$ cat src/rtl/div_unit_pkg.sv
// Shared encodings for the iterative RV32M divider: operation codes, FSM states
// and small op-classification helpers used by the divider and the decoder.
package div_unit_pkg;

   typedef enum logic [1:0] {
      DIV_DIV  = 2'd0,
      DIV_DIVU = 2'd1,
      DIV_REM  = 2'd2,
      DIV_REMU = 2'd3
   } op_e;

   typedef enum logic [0:0] {
      DIV_ST_IDLE = 1'b0,
      DIV_ST_CALC = 1'b1
   } state_e;

   function automatic logic is_rem_op(input op_e o);
      return (o == DIV_REM) || (o == DIV_REMU);
   endfunction

   function automatic logic is_signed_op(input op_e o);
      return (o == DIV_DIV) || (o == DIV_REM);
   endfunction

endpackage

$ cat src/rtl/div_unit_step.sv
// One restoring-division step: shift the next dividend bit into the partial
// remainder and subtract the divisor if it fits.
module div_unit_step #(
   parameter int WIDTH = 32
) (
   input  logic [WIDTH-1:0] rem_i,
   input  logic             bit_i,
   input  logic [WIDTH-1:0] div_i,
   output logic [WIDTH-1:0] rem_o,
   output logic             q_o
);

   logic [WIDTH:0] shifted_s;
   logic [WIDTH:0] diff_s;

   // The extra top bit keeps the shifted remainder exact; a set diff MSB means it went negative.
   assign shifted_s = {rem_i, bit_i};
   assign diff_s    = shifted_s - {1'b0, div_i};
   assign q_o       = ~diff_s[WIDTH];
   assign rem_o     = q_o ? diff_s[WIDTH-1:0] : shifted_s[WIDTH-1:0];

endmodule

$ cat src/rtl/div_unit.sv
// Iterative restoring divider for RV32M DIV/DIVU/REM/REMU. One quotient bit per
// cycle; divide-by-zero and signed overflow are resolved in a single cycle.
module div_unit
   import div_unit_pkg::*;
#(
   parameter int WIDTH = 32,
   parameter int CNT_W = 6
) (
   input  logic             clk,
   input  logic             rst,
   input  logic             start,
   input  logic [1:0]       op,
   input  logic [WIDTH-1:0] src_a,
   input  logic [WIDTH-1:0] src_b,
   output logic             busy,
   output logic             done,
   output logic [WIDTH-1:0] res
);

   localparam logic [WIDTH-1:0] MIN_NEG  = {1'b1, {(WIDTH-1){1'b0}}};
   localparam logic [WIDTH-1:0] ALL_ONES = {WIDTH{1'b1}};
   localparam logic [CNT_W-1:0] LAST_CNT = CNT_W'(WIDTH - 1);

   state_e           state_q, state_d;
   logic [CNT_W-1:0] cnt_q, cnt_d;
   op_e              op_q, op_d;
   logic             neg_q, neg_d;
   logic [WIDTH-1:0] rem_q, rem_d;
   logic [WIDTH-1:0] quo_q, quo_d;
   logic [WIDTH-1:0] dvs_q, dvs_d;
   logic [WIDTH-1:0] res_q, res_d;
   logic             busy_q, busy_d;
   logic             done_q, done_d;

   op_e              op_in_s;
   logic             sgn_a_s, sgn_b_s, ovf_s;
   logic [WIDTH-1:0] mag_a_s, mag_b_s;
   logic [WIDTH-1:0] step_rem_s, quo_next_s, res_mag_s, res_fix_s;
   logic             step_q_s;

   assign op_in_s = op_e'(op);
   assign sgn_a_s = is_signed_op(op_in_s) & src_a[WIDTH-1];
   assign sgn_b_s = is_signed_op(op_in_s) & src_b[WIDTH-1];
   assign mag_a_s = sgn_a_s ? (WIDTH'(0) - src_a) : src_a;
   assign mag_b_s = sgn_b_s ? (WIDTH'(0) - src_b) : src_b;
   assign ovf_s   = is_signed_op(op_in_s) && (src_a == MIN_NEG) && (src_b == ALL_ONES);

   // The dividend magnitude lives in quo_q and is shifted out MSB-first as quotient bits shift in.
   div_unit_step #(.WIDTH(WIDTH)) u_step (
      .rem_i (rem_q),
      .bit_i (quo_q[WIDTH-1]),
      .div_i (dvs_q),
      .rem_o (step_rem_s),
      .q_o   (step_q_s)
   );

   assign quo_next_s = {quo_q[WIDTH-2:0], step_q_s};
   assign res_mag_s  = is_rem_op(op_q) ? step_rem_s : quo_next_s;
   assign res_fix_s  = neg_q ? (WIDTH'(0) - res_mag_s) : res_mag_s;

   // Next-state and datapath control.
   always_comb begin
      state_d = state_q;
      cnt_d   = cnt_q;
      op_d    = op_q;
      neg_d   = neg_q;
      rem_d   = rem_q;
      quo_d   = quo_q;
      dvs_d   = dvs_q;
      res_d   = res_q;
      busy_d  = 1'b0;
      done_d  = 1'b0;
      case (state_q)
         DIV_ST_IDLE: begin
            if (start) begin
               op_d  = op_in_s;
               cnt_d = CNT_W'(0);
               if (src_b == WIDTH'(0)) begin
                  done_d = 1'b1;
                  res_d  = is_rem_op(op_in_s) ? src_a : ALL_ONES;
               end else if (ovf_s) begin
                  done_d = 1'b1;
                  res_d  = is_rem_op(op_in_s) ? WIDTH'(0) : MIN_NEG;
               end else begin
                  state_d = DIV_ST_CALC;
                  busy_d  = 1'b1;
                  rem_d   = WIDTH'(0);
                  quo_d   = mag_a_s;
                  dvs_d   = mag_b_s;
                  neg_d   = is_rem_op(op_in_s) ? sgn_a_s : (sgn_a_s ^ sgn_b_s);
               end
            end else begin
               state_d = DIV_ST_IDLE;
            end
         end
         DIV_ST_CALC: begin
            rem_d  = step_rem_s;
            quo_d  = quo_next_s;
            cnt_d  = cnt_q + CNT_W'(1);
            busy_d = 1'b1;
            if (cnt_q == LAST_CNT) begin
               state_d = DIV_ST_IDLE;
               busy_d  = 1'b0;
               done_d  = 1'b1;
               res_d   = res_fix_s;
            end else begin
               state_d = DIV_ST_CALC;
            end
         end
         default: begin
            state_d = DIV_ST_IDLE;
         end
      endcase
   end

   // State and datapath registers with synchronous reset.
   always_ff @(posedge clk) begin
      if (rst) begin
         state_q <= DIV_ST_IDLE;
         cnt_q   <= CNT_W'(0);
         op_q    <= DIV_DIV;
         neg_q   <= 1'b0;
         rem_q   <= WIDTH'(0);
         quo_q   <= WIDTH'(0);
         dvs_q   <= WIDTH'(0);
         res_q   <= WIDTH'(0);
         busy_q  <= 1'b0;
         done_q  <= 1'b0;
      end else begin
         state_q <= state_d;
         cnt_q   <= cnt_d;
         op_q    <= op_d;
         neg_q   <= neg_d;
         rem_q   <= rem_d;
         quo_q   <= quo_d;
         dvs_q   <= dvs_d;
         res_q   <= res_d;
         busy_q  <= busy_d;
         done_q  <= done_d;
      end
   end

   assign busy = busy_q;
   assign done = done_q;
   assign res  = res_q;

endmodule
$ cat config.mk
export PLATFORM = sky130hd
export DESIGN_NAME = div_unit
export DESIGN_NICKNAME = d
export VERILOG_FILES = /design/src/rtl/div_unit_pkg.sv /design/src/rtl/div_unit_step.sv /design/src/rtl/div_unit.sv
export SDC_FILE = /design/constraint.sdc
export NUM_CORES = 1
export LEC_CHECK = 0
export ABC_AREA = 1
export CAP_MARGIN = 20
export CELL_PAD_IN_SITES_DETAIL_PLACEMENT = 0
export CELL_PAD_IN_SITES_GLOBAL_PLACEMENT = 1
export CORE_MARGIN = 4
export CORE_UTILIZATION = 40
export CTS_CLUSTER_SIZE = 30
export DETAILED_ROUTE_END_ITERATION = 8
export DONT_BUFFER_PORTS = 1
export MAX_ROUTING_LAYER = met4
export PLACE_DENSITY = 0.81
export REMOVE_ABC_BUFFERS = 1
export SYNTH_ARGS = -nofsm -noshare
export SYNTH_HDL_FRONTEND = slang
export SYNTH_HIERARCHICAL = 1
export SYNTH_SLANG_ARGS = --single-unit
$ cat constraint.sdc
create_clock -name clk -period 3.6 [get_ports clk]
set_input_delay 0.72 -clock clk [delete_from_list [all_inputs] [get_ports clk]]
set_output_delay 0.72 -clock clk [all_outputs]
set_load 0.01 [all_outputs]
* Yosys cells after proc, flatten, opt, wreduce, memory -nomap -nowiden
Cells that the tools add are included.
Widths: inputs -> output; s select.
** Storage, ports and cells
- Flip-flop bits (word level) :: 139
- Logic and storage cells :: 77
** Operators by class
- Reductions and logical operators :: 11
- Mux-type cells :: 33
- Equality and inequality tests :: 12
- $add $sub $neg :: 5
- Bitwise logic cells :: 7
** Operators by type and width (number)
- $mux 32 :: 17
- $pmux 32 s2 :: 3
- $sub 1x32->32 const A :: 3
- $eq 32x32->1 const B :: 2
- $sub 33x32->33 :: 1
- $logic_not 32->1 :: 1
- $pmux 6 s2 :: 1
- $mux 1 :: 9
- $eq 2x2->1 const B :: 4
- $add 6x1->6 const B :: 1
- $eq 6x5->1 const B :: 1
- $mux 6 :: 1
- $ne 2x2->1 const B :: 3
- $reduce_and 3->1 :: 2
- $not 1->1 :: 4
- $pmux 1 s2 :: 2
- $reduce_and 4->1 :: 1
- $logic_or 1x1->1 :: 3
- $ne 3x3->1 const B :: 1
- $and 1x1->1 :: 2
- $logic_and 1x1->1 :: 2
- $logic_not 2->1 :: 1
- $ne 2x1->1 const B :: 1
- $reduce_and 2->1 :: 1
- $xor 1x1->1 :: 1

* Depth between registers and ports, before layout
- Depth after elaboration :: 8
- Gate-level depth with buffers :: 33
- Mapped depth without buffers :: 32

* Cells and area by module
The synthesis kept the hierarchy.
** By module, submodules not included
- div_unit :: area each 9027.4 um^2, instances 1, cells each 1486
- div_unit_step :: area each 3150.5 um^2, instances 1, cells each 680

* Worst setup path before layout
No wires, ideal clock.
- Kind :: register to register
- From :: register quo_q[31]
- To :: register res_q[26], in the netlist res[26]
- Path buffers :: 1
- Clock period less this slack :: 3.429 ns
- Cell stages (with the launch flop) :: 30
- Setup slack :: 0.171 ns
- Required time :: 3.481 ns
- Setup time :: 0.119 ns
- Data arrival time :: 3.309 ns
- Cell sequence :: dfxtp_1 inv_1 ha_1 fa_1 inv_1 nand2_1 nand2_1 nand3_1 nand2_2 nand2_1 nand2_2 nand2_2 nand3_1 nand2_4 buf_4 nand2_1 nand2_1 inv_1 nand2_1 o21ai_1 ha_1 nand3_1 nor2_1 nand3_1 o21ai_2 nand2_1 nor2_1 nand2_1 nand3_1 a21oi_1
** Between the ends
- Word-level cells in the longest chain between the ends :: 7
- Elaborated cells on any way between the ends :: 8
- Classes of those cells :: 2 x add/sub; 5 x mux; 1 x bitwise
** Ends and longest elaborated chain
- start, declared :: line div_unit.sv:29 : logic [WIDTH-1:0] quo_q, quo_d;
- start signal, assigned :: line div_unit.sv:135 : quo_q <= quo_d;
- $sub 33x32->33 :: line div_unit_step.sv:18 : assign diff_s = shifted_s - {1'b0, div_i};
- $mux 32 :: line div_unit_step.sv:20 : assign rem_o = q_o ? diff_s[WIDTH-1:0] : shifted_s[WIDTH-1:0];
- net step_rem_s[1] :: line div_unit.sv:38 : logic [WIDTH-1:0] step_rem_s, quo_next_s, res_mag_s, res_fix_s;
- $mux 32 :: line div_unit.sv:58 : assign res_mag_s = is_rem_op(op_q) ? step_rem_s : quo_next_s;
- $sub 1x32->32 :: line div_unit.sv:59 : assign res_fix_s = neg_q ? (WIDTH'(0) - res_mag_s) : res_mag_s;
- $mux 32 :: line div_unit.sv:59
- $mux 32 :: line div_unit.sv:101 : if (cnt_q == LAST_CNT) begin
- $pmux 32 s2 :: line div_unit.sv:73 : case (state_q)
- end signal, assigned :: line div_unit.sv:137 : res_q <= res_d;
- end, declared :: line div_unit.sv:31 : logic [WIDTH-1:0] res_q, res_d;
The timed path passes the listed nets, and every way through them passes these cells. The select of a mux whose other input is x is not followed.
A chain may end at the register's enable or synchronous reset.

* Final worst setup path
- From :: register quo_q[31]
- To :: register res_q[30], in the netlist res[30]
** Between the ends
- Word-level cells in the longest chain between the ends :: 7
- Elaborated cells on any way between the ends :: 8
- Classes of those cells :: 2 x add/sub; 5 x mux; 1 x bitwise
** Ends and longest elaborated chain (line)
- $sub 33x32->33 :: div_unit_step.sv:18
- $mux 32 * :: div_unit_step.sv:20
- net step_rem_s[0] :: div_unit.sv:38
- $mux 32 * :: div_unit.sv:58
- $sub 1x32->32 * :: div_unit.sv:59
- $mux 32 * :: div_unit.sv:59
- $mux 32 * :: div_unit.sv:101
- $pmux 32 s2 * :: div_unit.sv:73
The timed path passes the listed nets; every way through them passes the cells marked *. The select of a mux whose other input is x is not followed.

==> results.json <==
{
  "final_core_util_pct": 46.98,
  "insertion_delay_ps": 440,
  "avgViaCountPerCell": 5.254,
  "antenna_left": 0,
  "path_clk_slew_ps": 60,
  "setup_violations": 0,
  "synth_top_cell_area_share_pct": 25.00,
  "synthCells": 2166,
  "grt_pass1_wl_um": 67100,
  "grt_usage_pct": 25.88,
  "grt-ovfl-total": 0,
  "worstMarginPinSlew_ps": 847.1,
  "initial_utilization_pct": 40.76,
  "synth-seq-cells": 138,
  "drc": 0,
  "critPathSlowestCell": "fa_2",
  "io_buffer_count": 0,
  "required_ps": 3970,
  "yosysSeqAreaShare_pct": 22.69,
  "hold_slack_ps": 352.1,
  "cts_max_level": 4,
  "num_vias": 13580,
  "fin_area_um2": 14040,
  "wl_per_cell_um": 16.84,
  "grt_max_degree": 71,
  "hold_class": "input pin to flop",
  "netlist_top_cells_area": "nand2_1 (25%), dfxtp_1 (23%), inv_1 (9.3%)",
  "cpPeakStageDelay_ps": 410,
  "coreArea_um2": 29870,
  "die_w_um": 182.5,
  "dpl_worst_slack_ps": 1.301,
  "ir_drop_v": 0.0003452,
  "period_share_pct": 96.86,
  "syn_area_um2": 12180,
  "holdBufCountCts": 0,
  "ys_warn_count": 6,
  "crit_fanout": 6,
  "max_freq_ghz": 0.2868,
  "syn_area_per_cell_um2": 5.622,
  "first_pass_iters": 6,
  "finalClockSkew_ps": 11.39,
  "antenna_cells": 0,
  "start_kind": "flop",
  "synth.distinct_cells": 49,
  "grt_pass1_vias": 12600,
  "cts_tree": "done",
  "cpMostUsedCell": "nand2_2",
  "layout_setup_ws_ps": 113.0,
  "drtIter0Drc": 1052,
  "cts_buffer_depth": 2,
  "dpl.hpwl_um": 33830,
  "power_density_nw_per_um2": 366.6,
  "synth_top_cell_by_area": "nand2_1",
  "p_total_w": 0.005146,
  "cap_viol_max_count": 0,
  "worst_setup_path_end_kind": "flop",
  "finalMaxSlewViolations": 0,
  "nNetsFinal": 2289,
  "status": "complete, no violations",
  "post-route-min-period_ps": 3487,
  "drive_above_1_share_pct": 11.94,
  "die_h_um": 182.5,
  "hold_viol": 0,
  "cts_buffers": 17,
  "layout_common_cells": "nand2_1 (781), inv_1 (297), a21oi_1 (158)",
  "clkSinkCount": 138,
  "criticalPathCategory": "flop to flop",
  "cp.arrival_ps": 3860,
  "root_buffer": "clkbuf_16",
  "dieArea_um2": 33300,
  "fillers": 3253,
  "row_count": 63,
  "drt-total-wl_um": 43530,
  "place_area_um2": 12730,
  "p_leak_nw": 6.792,
  "layout_commonest_cell": "nand2_1",
  "gp_congestion": 0.9525,
  "rsz0062_at_grt": "true",
  "io-pin-count": 103,
  "antenna_found_initial": 0,
  "slew_headroom_pct": 43.53,
  "area_growth_syn_to_layout_pct": 15.26
}
## repair_timing
action | in CTS | in global routing
gates cloned | 0 | 3
setup buffers | 0 | 12
setup endpoints to repair | 5 | 26
resized for setup | 4 | 122
pin swaps | 2 | 33
## routing by layer
metal | vias to the layer above | GRT usage (%) | share of wire, %
met4 | 0 | 6.995 | 2.1
met2 | 461 | 40.14 | 45
li1 | 6866 | - | -
met5 | - | - | 0
met1 | 6185 | 34.47 | 46
met3 | 70 | 5.202 | 7.5
## flip-flops by register name (all words and copies together) (netlist names)
signal / flops
res: 32
op_q: 1
done: 1
neg_q: 1
quo_q: 32
cnt_q: 6
dvs_q: 32
rem_q: 32
busy: 1
## kinds of logic (layout without fill, tap and decap cells)
family                     Yosys count  count (layout)  synth area share [%]
and+or+nand+nor                   1197            1199                 40.73
DFF                                138             138                 22.69
AOI/OAI and AO/OA                  344             344                 15.15
adders and majority gates           38              38                 3.966
buffers and inverters              391             418                 13.28
muxes                                1               1               0.08220
xor gates and xnor gates            57              57                 4.099
## cells in the mapped netlist, drive strengths merged
| cell | n |
|---|---|
| nand3 | 132 |
| buf | 37 |
| o31ai | 5 |
| nor2 | 178 |
| a21oi | 167 |
| nand2 | 825 |
| o21ai | 133 |
| o21bai | 7 |
| o21a | 1 |
| xor2 | 44 |
| a21boi | 6 |
| mux2i | 1 |
| o2111ai | 1 |
| a21o | 1 |
| xnor2 | 13 |
| o211ai | 6 |
| nor3 | 15 |
| ha | 37 |
| a31oi | 4 |
| a211oi | 2 |
| fa | 1 |
| or2 | 3 |
| a22oi | 11 |
| and3 | 2 |
| clkinv | 1 |
| dfxtp | 138 |
| clkbuf | 40 |
| nand4 | 34 |
| inv | 313 |
| nand3b | 4 |
| and2 | 4 |
## power breakdown
group	total [W]	leakage (nW)	switching (W)	internal (W)
Sequential	0.00167	1.13	0.0000667	0.00160
Clock	0.00187	0.288	0.000744	0.00113
Combinational	0.00160	5.37	0.00105	0.000552
## metrics by stage
step,setup TNS (ps),std cells
2_1_floorplan,-24260,2089
3_3_place_gp,0,2538
3_5_place_dp,0,2538
4_1_cts,0,2570
5_1_grt,-907.3,2585
6_report,0,2585
## critical path, delay by kind of cell (launching register included)
family | cells | cell delay, ps
adder cells (fa/ha/maj) | 3 | 790
AO/OA/AOI/OAI | 3 | 410
flip-flops | 1 | 330
buffers and inverters | 4 | 310
AND/OR/NAND/NOR | 18 | 1560
## area by class of cell
| type | count | area [um^2] | share of cell area [%] |
|---|---|---|---|
| sequential | 138 | 2778 | 19.79 |
| timing repair buffer | 72 | 615.6 | 4.386 |
| clock buffer | 19 | 452.9 | 3.227 |
| multi-input combinational | 1639 | 8353 | 59.51 |
| tap | 390 | 488.0 | 3.477 |
| inverter | 314 | 1181 | 8.415 |
| clock inverter | 13 | 167.7 | 1.195 |
## worst paths after layout
| kind | from | to | slack [ps] | depth (start not counted) |
|---|---|---|---|---|
| min reg2reg | quo_q[18] | quo_q[18] | 470 | 2 |
| max | quo_q[31] | res[30] | 110 | 28 |
| max reg2reg | quo_q[31] | res[30] | 110 | 28 |
| min | rst | rem_q[0] | 350 | 1 |
(Power assumes the default switching activity.)
